`src/rtl/tilelink_error_slave.sv`:
```
`default_nettype none
// ============================================================================
// Module   : tilelink_error_slave
// Brief    : Default TileLink target that drains unmapped A requests and
//            answers each one with a correctly shaped, denied D response.
// Revision : 1.0 - initial release
// ============================================================================
module tilelink_error_slave #(
    parameter int TL_RS       = 5,
    parameter int TL_AW       = 32,
    parameter int TL_DW       = 32,
    parameter int TL_SZ       = 4,
    parameter int TL_MAX_SIZE = 6
) (
    input  logic                  tilelink_clock_i,
    input  logic                  tilelink_reset_i,
    input  logic [2:0]            a_opcode,
    input  logic [2:0]            a_param,
    input  logic [TL_SZ-1:0]      a_size,
    input  logic [TL_RS-1:0]      a_source,
    input  logic [TL_AW-1:0]      a_address,
    input  logic [TL_DW/8-1:0]    a_mask,
    input  logic [TL_DW-1:0]      a_data,
    input  logic                  a_corrupt,
    input  logic                  a_valid,
    output logic                  a_ready,
    output logic [2:0]            d_opcode,
    output logic [1:0]            d_param,
    output logic [TL_SZ-1:0]      d_size,
    output logic [TL_RS-1:0]      d_source,
    output logic                  d_denied,
    output logic [TL_DW-1:0]      d_data,
    output logic                  d_corrupt,
    output logic                  d_valid,
    input  logic                  d_ready
);

    localparam int                 c_B      = $clog2(TL_DW / 8);
    localparam int                 c_CW     = TL_MAX_SIZE - c_B + 1;
    localparam logic [TL_SZ-1:0]   c_MAX_SZ = TL_SZ'(TL_MAX_SIZE);
    localparam logic [TL_SZ-1:0]   c_B_SZ   = TL_SZ'(c_B);
    localparam logic [c_CW-1:0]    c_ONE    = c_CW'(1);

    localparam logic [1:0] c_IDLE  = 2'd0;
    localparam logic [1:0] c_DRAIN = 2'd1;
    localparam logic [1:0] c_RESP  = 2'd2;

    logic [1:0]       r_state;
    logic [c_CW-1:0]  r_a_cnt;
    logic [c_CW-1:0]  r_d_cnt;
    logic [c_CW-1:0]  r_resp_beats;

    logic [TL_SZ-1:0] w_s;
    logic [TL_SZ-1:0] w_shift;
    logic [c_CW-1:0]  w_beats;
    logic [c_CW-1:0]  w_resp_beats;
    logic [2:0]       w_resp_op;
    logic             w_needs_drain;
    logic             w_unused;

    // Payload fields the error target never inspects.
    assign w_unused = ^{a_param, a_address, a_mask, a_data, a_corrupt};

    assign d_param = 2'b00;
    assign d_data  = '0;

    // Beat count uses the clamped size; the echoed size stays unclamped.
    assign w_s     = (a_size > c_MAX_SZ) ? c_MAX_SZ : a_size;
    assign w_shift = w_s - c_B_SZ;
    assign w_beats = (w_s > c_B_SZ) ? (c_ONE << w_shift) : c_ONE;

    always_comb begin
        w_resp_op    = 3'd0;
        w_resp_beats = c_ONE;
        case (a_opcode)
            3'd2, 3'd3, 3'd4: begin
                w_resp_op    = 3'd1;
                w_resp_beats = w_beats;
            end
            3'd5:    w_resp_op = 3'd2;
            default: w_resp_op = 3'd0;
        endcase
    end

    assign w_needs_drain = !a_opcode[2] && (w_beats != c_ONE);

    always_ff @(posedge tilelink_clock_i) begin
        if (tilelink_reset_i) begin
            r_state      <= c_IDLE;
            r_a_cnt      <= '0;
            r_d_cnt      <= '0;
            r_resp_beats <= '0;
            a_ready      <= 1'b1;
            d_valid      <= 1'b0;
            d_opcode     <= 3'd0;
            d_size       <= '0;
            d_source     <= '0;
            d_denied     <= 1'b0;
            d_corrupt    <= 1'b0;
        end else begin
            case (r_state)
                c_IDLE: begin
                    if (a_valid) begin
                        d_opcode     <= w_resp_op;
                        d_size       <= a_size;
                        d_source     <= a_source;
                        d_denied     <= 1'b1;
                        d_corrupt    <= (w_resp_op == 3'd1);
                        r_resp_beats <= w_resp_beats;
                        if (w_needs_drain) begin
                            r_a_cnt <= w_beats - c_ONE;
                            r_state <= c_DRAIN;
                        end else begin
                            r_d_cnt <= w_resp_beats;
                            a_ready <= 1'b0;
                            d_valid <= 1'b1;
                            r_state <= c_RESP;
                        end
                    end
                end
                c_DRAIN: begin
                    if (a_valid) begin
                        r_a_cnt <= r_a_cnt - c_ONE;
                        if (r_a_cnt == c_ONE) begin
                            r_d_cnt <= r_resp_beats;
                            a_ready <= 1'b0;
                            d_valid <= 1'b1;
                            r_state <= c_RESP;
                        end
                    end
                end
                c_RESP: begin
                    if (d_ready) begin
                        r_d_cnt <= r_d_cnt - c_ONE;
                        if (r_d_cnt == c_ONE) begin
                            a_ready <= 1'b1;
                            d_valid <= 1'b0;
                            r_state <= c_IDLE;
                        end
                    end
                end
                default: begin
                    a_ready <= 1'b1;
                    d_valid <= 1'b0;
                    r_state <= c_IDLE;
                end
            endcase
        end
    end

endmodule
`default_nettype wire
```
`config.mk`:
```
export PLATFORM = sky130hd
export DESIGN_NAME = tilelink_error_slave
export DESIGN_NICKNAME = d
export VERILOG_FILES = /design/src/rtl/tilelink_error_slave.sv
export SDC_FILE = /design/constraint.sdc
export NUM_CORES = 1
export LEC_CHECK = 0
export CAP_MARGIN = 15
export CORE_MARGIN = 4
export CORE_UTILIZATION = 33
export DETAILED_ROUTE_END_ITERATION = 8
export PLACE_DENSITY = 0.78
export SYNTH_ARGS = -nofsm -noshare
export SYNTH_HDL_FRONTEND = slang
export SYNTH_SLANG_ARGS = --single-unit
```
`constraint.sdc`:
```
create_clock -name tilelink_clock_i -period 2.45 [get_ports tilelink_clock_i]
set_input_delay 0.735 -clock tilelink_clock_i [delete_from_list [all_inputs] [get_ports tilelink_clock_i]]
set_output_delay 0.735 -clock tilelink_clock_i [all_outputs]
set_load 0.02 [all_outputs]
```
==> flow_summary.ini <==
[status]
outcome = completed

[detailed_routing]
drc = 0
firstDrtPassIters = 4
drt_wl_total_um = 4928
vias = 1915
ant_nets = 0
via_per_inst = 4.948
wl_per_cell_um = 12.73
drtIter0Drc = 121

[final_layout]
most-common-layout-cells = 35 x conb_1, 34 x nand2_1, 32 x dfxtp_1
num_antenna_cells = 0
fillCellCount = 609
layout.nets = 409
final_cells = 387
drive_gt1_share_pct = 17.95
layout_commonest_cell = conb_1
synthToLayoutAreaGrowth_pct = 25.01

[worst_setup_path]
worstPathCellList = clkdlybuf4s50_1, nor2b_1, nor2_1, or4_2, a311oi_2
r2r_end = r_d_cnt[3]
cpPeakStageDelay_ns = 0.66
required_ns = 2.65
crit_path_start = a_opcode[1]
critPathLaunchType = input pin
r2r_cells = 6
worst_ep_arrival_time_ns = 2.55
r2r_start = r_a_cnt[1]
criticalPathCategory = input pin to flip-flop
cp_max_fo = 4
cp_slowest_cell = or4_2
r2r_slack_ns = 0.25
critPathCaptureType = flip-flop
crit_end = r_d_cnt[4]

[floorplan]
dieArea_um2 = 7706
die_w_um = 87.79
initial_utilization_pct = 34.66
die_h_um = 87.79
core_area_um2 = 6061
row_count = 28
ios = 138

[yosys]
postSynthCellCount = 257
async_flop_share_pct = 0
synth.distinct_cells = 55
synth_top_cell_area_share_pct = 30.49
yosysWarningCount = 0
synth_top_cell_by_area = dfxtp_1
syn_avg_cell_area_um2 = 8.174
synth_edf_count = 0
synthFlopType = dfxtp_1
seq_area_frac_synth_pct = 30.49
synth.area.top_cells = dfxtp_1 30%, buf_4 13%, a21oi_1 7.4%, nand2_1 6.1%, ha_1 5.4%
synth.ff_latch_count = 32
syn_area_um2 = 2101

[power]
powerDensity_nw_per_um2 = 862.9
p_leak_nw = 1.080
peakVddDrop_mv = 0.4279

[clock_tree]
cts_num_sinks = 32
clkTransAtPathRegs_ns = 0.07
cts_buffers = 5
postCtsHoldBufs = 0
cts_tree = done
htreeDepth = 2
ctsLongestPathBuffers = 2
root_buffer = clkbuf_8
clock_latency_ns = 0.28

[global_routing]
grt_util_all_layers_pct = 12.85
grt_remaining_overflow = 0
grt_max_degree = 20
antenna_found_initial = 0
grt_pass1_vias = 1744
grt_pass1_wl_um = 7797

[place]
dp.cells = 379
port-buffer-count = 30
gp_congestion = 0.8871
hpwl_um = 3726

[timing]
fin_crit_ns = 2.347
max_freq_mhz = 426.1
setup_violations = 0
clock_skew_ns = 0.006431
maxSlewViolCount = 0
fin_crit_sh_pct = 95.78
rsz0062_at_grt = no
hold_violations = 0
hold_ws_ns = 0.4545
tns_ns = 0

[run]
max_cap_viol_count = 0

[hold_path]
hp-class = flip-flop to flip-flop
==> kinds of logic after synthesis <==
logic type                 count (synthesis)  share of synthesized area, %
muxes                                      1                        0.5360
DFF                                       32                         30.49
adders and majority gates                  9                         5.360
buffers and inverters                     55                         17.81
and+or+nand+nor                           87                         21.38
AOI/OAI and AO/OA                         70                         23.41
xor gates and xnor gates                   2                        0.8340
other                                      1                        0.1785
==> worst min-delay path by stage <==
stage | cells after the start | slack, ns | from | to
final | 2 | 0.45 | d_source[0] | d_source[0]
after global routing | 2 | 0.48 | d_size[3] | d_size[3]
after CTS | 2 | 0.46 | r_resp_beats[3] | r_resp_beats[3]
after detailed placement | 2 | 0.45 | r_resp_beats[3] | r_resp_beats[3]
after global placement | 2 | 0.44 | d_source[2] | d_source[2]
after floorplan | 2 | 0.43 | r_resp_beats[2] | r_resp_beats[2]
==> per-layer routing <==
| metal | wire length (um) | track usage, % |
|---|---|---|
| met5 | 0 | 0 |
| met2 | 2493 | 21.23 |
| met1 | 2103 | 16.04 |
| met4 | 70 | 5.858 |
| met3 | 260 | 2.634 |
==> registers in the layout (all words and copies together) (netlist names) <==
register	cells
d_denied	1
d_source	5
r_a_cnt	5
a_ready	1
r_d_cnt	5
r_state	2
d_size	4
r_resp_beats	5
d_opcode	2
d_corrupt	1
d_valid	1
==> synth_stat cells, types with 3 or more instances <==
| cell | instances |
|---|---|
| buf_4 | 35 |
| nand2_1 | 34 |
| dfxtp_1 | 32 |
| a21oi_1 | 31 |
| nor2_1 | 16 |
| inv_1 | 11 |
| ha_1 | 9 |
| clkbuf_1 | 5 |
| nor3_1 | 5 |
| o21ai_0 | 5 |
| a311oi_1 | 4 |
| and2_1 | 4 |
| o31ai_1 | 4 |
| clkbuf_8 | 3 |
| nand2b_1 | 3 |
| nand3_1 | 3 |
| nor2b_1 | 3 |
| o21a_1 | 3 |
| o32ai_1 | 3 |
==> metrics by stage <==
stage	setup slack, ns	power [mW]	utilization (%)	area [um^2]
6_report	0.1033	2.266	43.33	2626
4_1_cts	0.007095	2.262	43.00	2606
5_1_grt	0.007739	2.422	43.33	2626
3_5_place_dp	-0.5182	1.809	41.12	2492
2_1_floorplan	0.03564	1.518	-	2228
3_3_place_gp	-0.4909	1.780	41.12	2492
==> critical path: cells and delay by family <==
kind	cells	cell delay, ns
AOI/OAI and AO/OA	1	0.27
buffers and inverters	1	0.56
and+or+nand+nor	3	0.98
==> layout make-up <==
| class | instances | area [um^2] | share of cell area (%) |
|---|---|---|---|
| Inverter | 11 | 41.29 | 1.572 |
| Clock buffer | 7 | 96.34 | 3.668 |
| Tap cell | 75 | 93.84 | 3.573 |
| Multi-Input combinational cell | 204 | 1240 | 47.21 |
| Sequential cell | 32 | 640.6 | 24.39 |
| Timing Repair Buffer | 58 | 514.2 | 19.58 |
==> report_power, final <==
part | switching (mW) | internal, mW
Clock | 0.185 | 0.250
Combinational | 0.608 | 0.473
Sequential | 0.107 | 0.643
==> repair_timing <==
item	CTS	global route
resized for setup	6	6
setup buffers	1	0
pin swaps	3	2
setup endpoints to repair	4	8
Power figures use the tool's default switching activity.
==> edit, RTL diff (same settings) <==
Make the reset (`tilelink_reset_i`) asynchronous in one clocked block.
--- a/src/rtl/tilelink_error_slave.sv
+++ b/src/rtl/tilelink_error_slave.sv
@@ -86,3 +86,3 @@
 
-    always_ff @(posedge tilelink_clock_i) begin
+    always_ff @(posedge tilelink_clock_i or posedge tilelink_reset_i) begin
         if (tilelink_reset_i) begin
Behaviour: differs if tilelink_reset_i is asserted again (counterexample within 4 cycles, from zero or initial values and one cycle with tilelink_reset_i high); with tilelink_reset_i held inactive, the same outputs for 10 cycles.
==> edit against the unedited design <==
  * Design area increased by 5.7%
  * Area after synthesis increased by 3.6%
  * Critical endpoint is now r_d_cnt[3]
  * Largest power group unchanged
  * Clock power increased by 17%
  * Total power increased by 29%
  * Global-route usage increased by 0.39 points
  * Sequential cell count unchanged
  * Worst setup slack got worse by 0.010 ns
  * Routed wire length decreased by 0.43%
==> edit: results <==
export IMPL_status="finished, final reports clean"
export IMPL_inverters_excl_clock=17
export IMPL_r2r_start="r_state[0]"
export IMPL_final_nets=397
export IMPL_num_fill_cells=638
export IMPL_use_met2_pct=22.7
export IMPL_synth_yosys_seq_area_share_pct=36.9
export IMPL_multiInputGateArea_sq_um=1170
export IMPL_place_hpwl_um=3760
export IMPL_use_met3_pct=3.04
export IMPL_placed_area_sq_um=2650
export IMPL_nonClkBufAreaFrac_pct=19.3
export IMPL_synth_ff_type="dfrtp_1"
export IMPL_netlist_top_cells_count="nand2_1 (39), buf_4 (35), dfrtp_1 (31), inv_1 (16)"
export IMPL_clkCellAreaFrac_pct=3.88
export IMPL_syn2layout_area_growth_pct=27.6
export IMPL_min_from="d_denied"
export IMPL_nClkBuffers=6
export IMPL_post_route_min_period_ns=2.36
export IMPL_endpoint="r_d_cnt[3]"
export IMPL_vdd_ir_drop_worst_v=0.000535
export IMPL_synth_area_top_cells="dfrtp_1 (36%), buf_4 (12%), nand2_1 (6.7%), ha_1 (5.2%), inv_1 (2.8%)"
export IMPL_grt_max_degree=33
export IMPL_place_congestion=0.846
export IMPL_drtIter0Drc=99
export IMPL_viasPerCell=4.75
export IMPL_arrival_ns=2.53
export IMPL_grt_use_total_pct=13.2
export IMPL_clock_skew_ns=0.00499
export IMPL_drive_gt1_share_pct=19.9
export IMPL_async_flop_share_pct=100
export IMPL_multi_input_cells=181
export IMPL_grt_pass1_vias=1737
export IMPL_slowest_delay_ns=0.41
export IMPL_drt_wl_total_um=4910
export IMPL_leakagePower_nw=1.34
[edit: changes by cell type after synthesis, moves of 5 or more]
cell     unedited run  this run
dfxtp_1            32         0
dfrtp_1             0        31
a21oi_1            31         5
nor2_1             16         9
inv_1              11        16
nand2_1            34        39
[edit: cells by family after synthesis]
kind of cell | Yosys count | share of synthesized area (%)
AOI/OAI and AO/OA | 45 | 16.4
xor gates and xnor gates | 1 | 0.403
adders and majority gates | 9 | 5.18
buffers and inverters | 59 | 16.6
DFF | 32 | 36.9
muxes | 11 | 5.98
other | 1 | 0.172
and+or+nand+nor | 80 | 18.4
[edit: where the power goes]
part | total [mW] | internal (mW) | switching, mW | leakage, nW
registers | 0.905 | 0.748 | 0.157 | 0.391
clock network | 0.508 | 0.302 | 0.206 | 0.0552
logic | 1.51 | 0.710 | 0.796 | 0.891
[edit: how the worst min path moves through the flow]
stage                     depth (start not counted)              end  slack (ns)
after floorplan                                   2  r_resp_beats[1]        0.44
after global placement                            1         d_denied        0.45
after detailed placement                          1         d_denied        0.45
after CTS                                         1         d_denied        0.47
after global routing                              1         d_denied        0.50
final                                             1         d_denied        0.47
[edit: layer usage]
layer | share of wire (%) | wire [um]
met1 | 43 | 2090
met2 | 50 | 2470
met3 | 5.6 | 274
met4 | 1.5 | 72
met5 | 0 | 0
[edit: through the flow]
| stage | instances | total power [mW] | util [%] |
|---|---|---|---|
| after global routing | 378 | 3.13 | 43.5 |
| after floorplan | 272 | 1.90 | - |
| after global placement | 367 | 2.34 | 41.4 |
| final | 378 | 2.92 | 43.5 |
| after detailed placement | 367 | 2.40 | 41.4 |
| after CTS | 377 | 2.94 | 43.5 |
[edit: repair_timing]
item	CTS	global route
gates resized for setup	7	3
pin swaps	3	3
buffers inserted	2	1
endpoints found under the setup margin	11	9
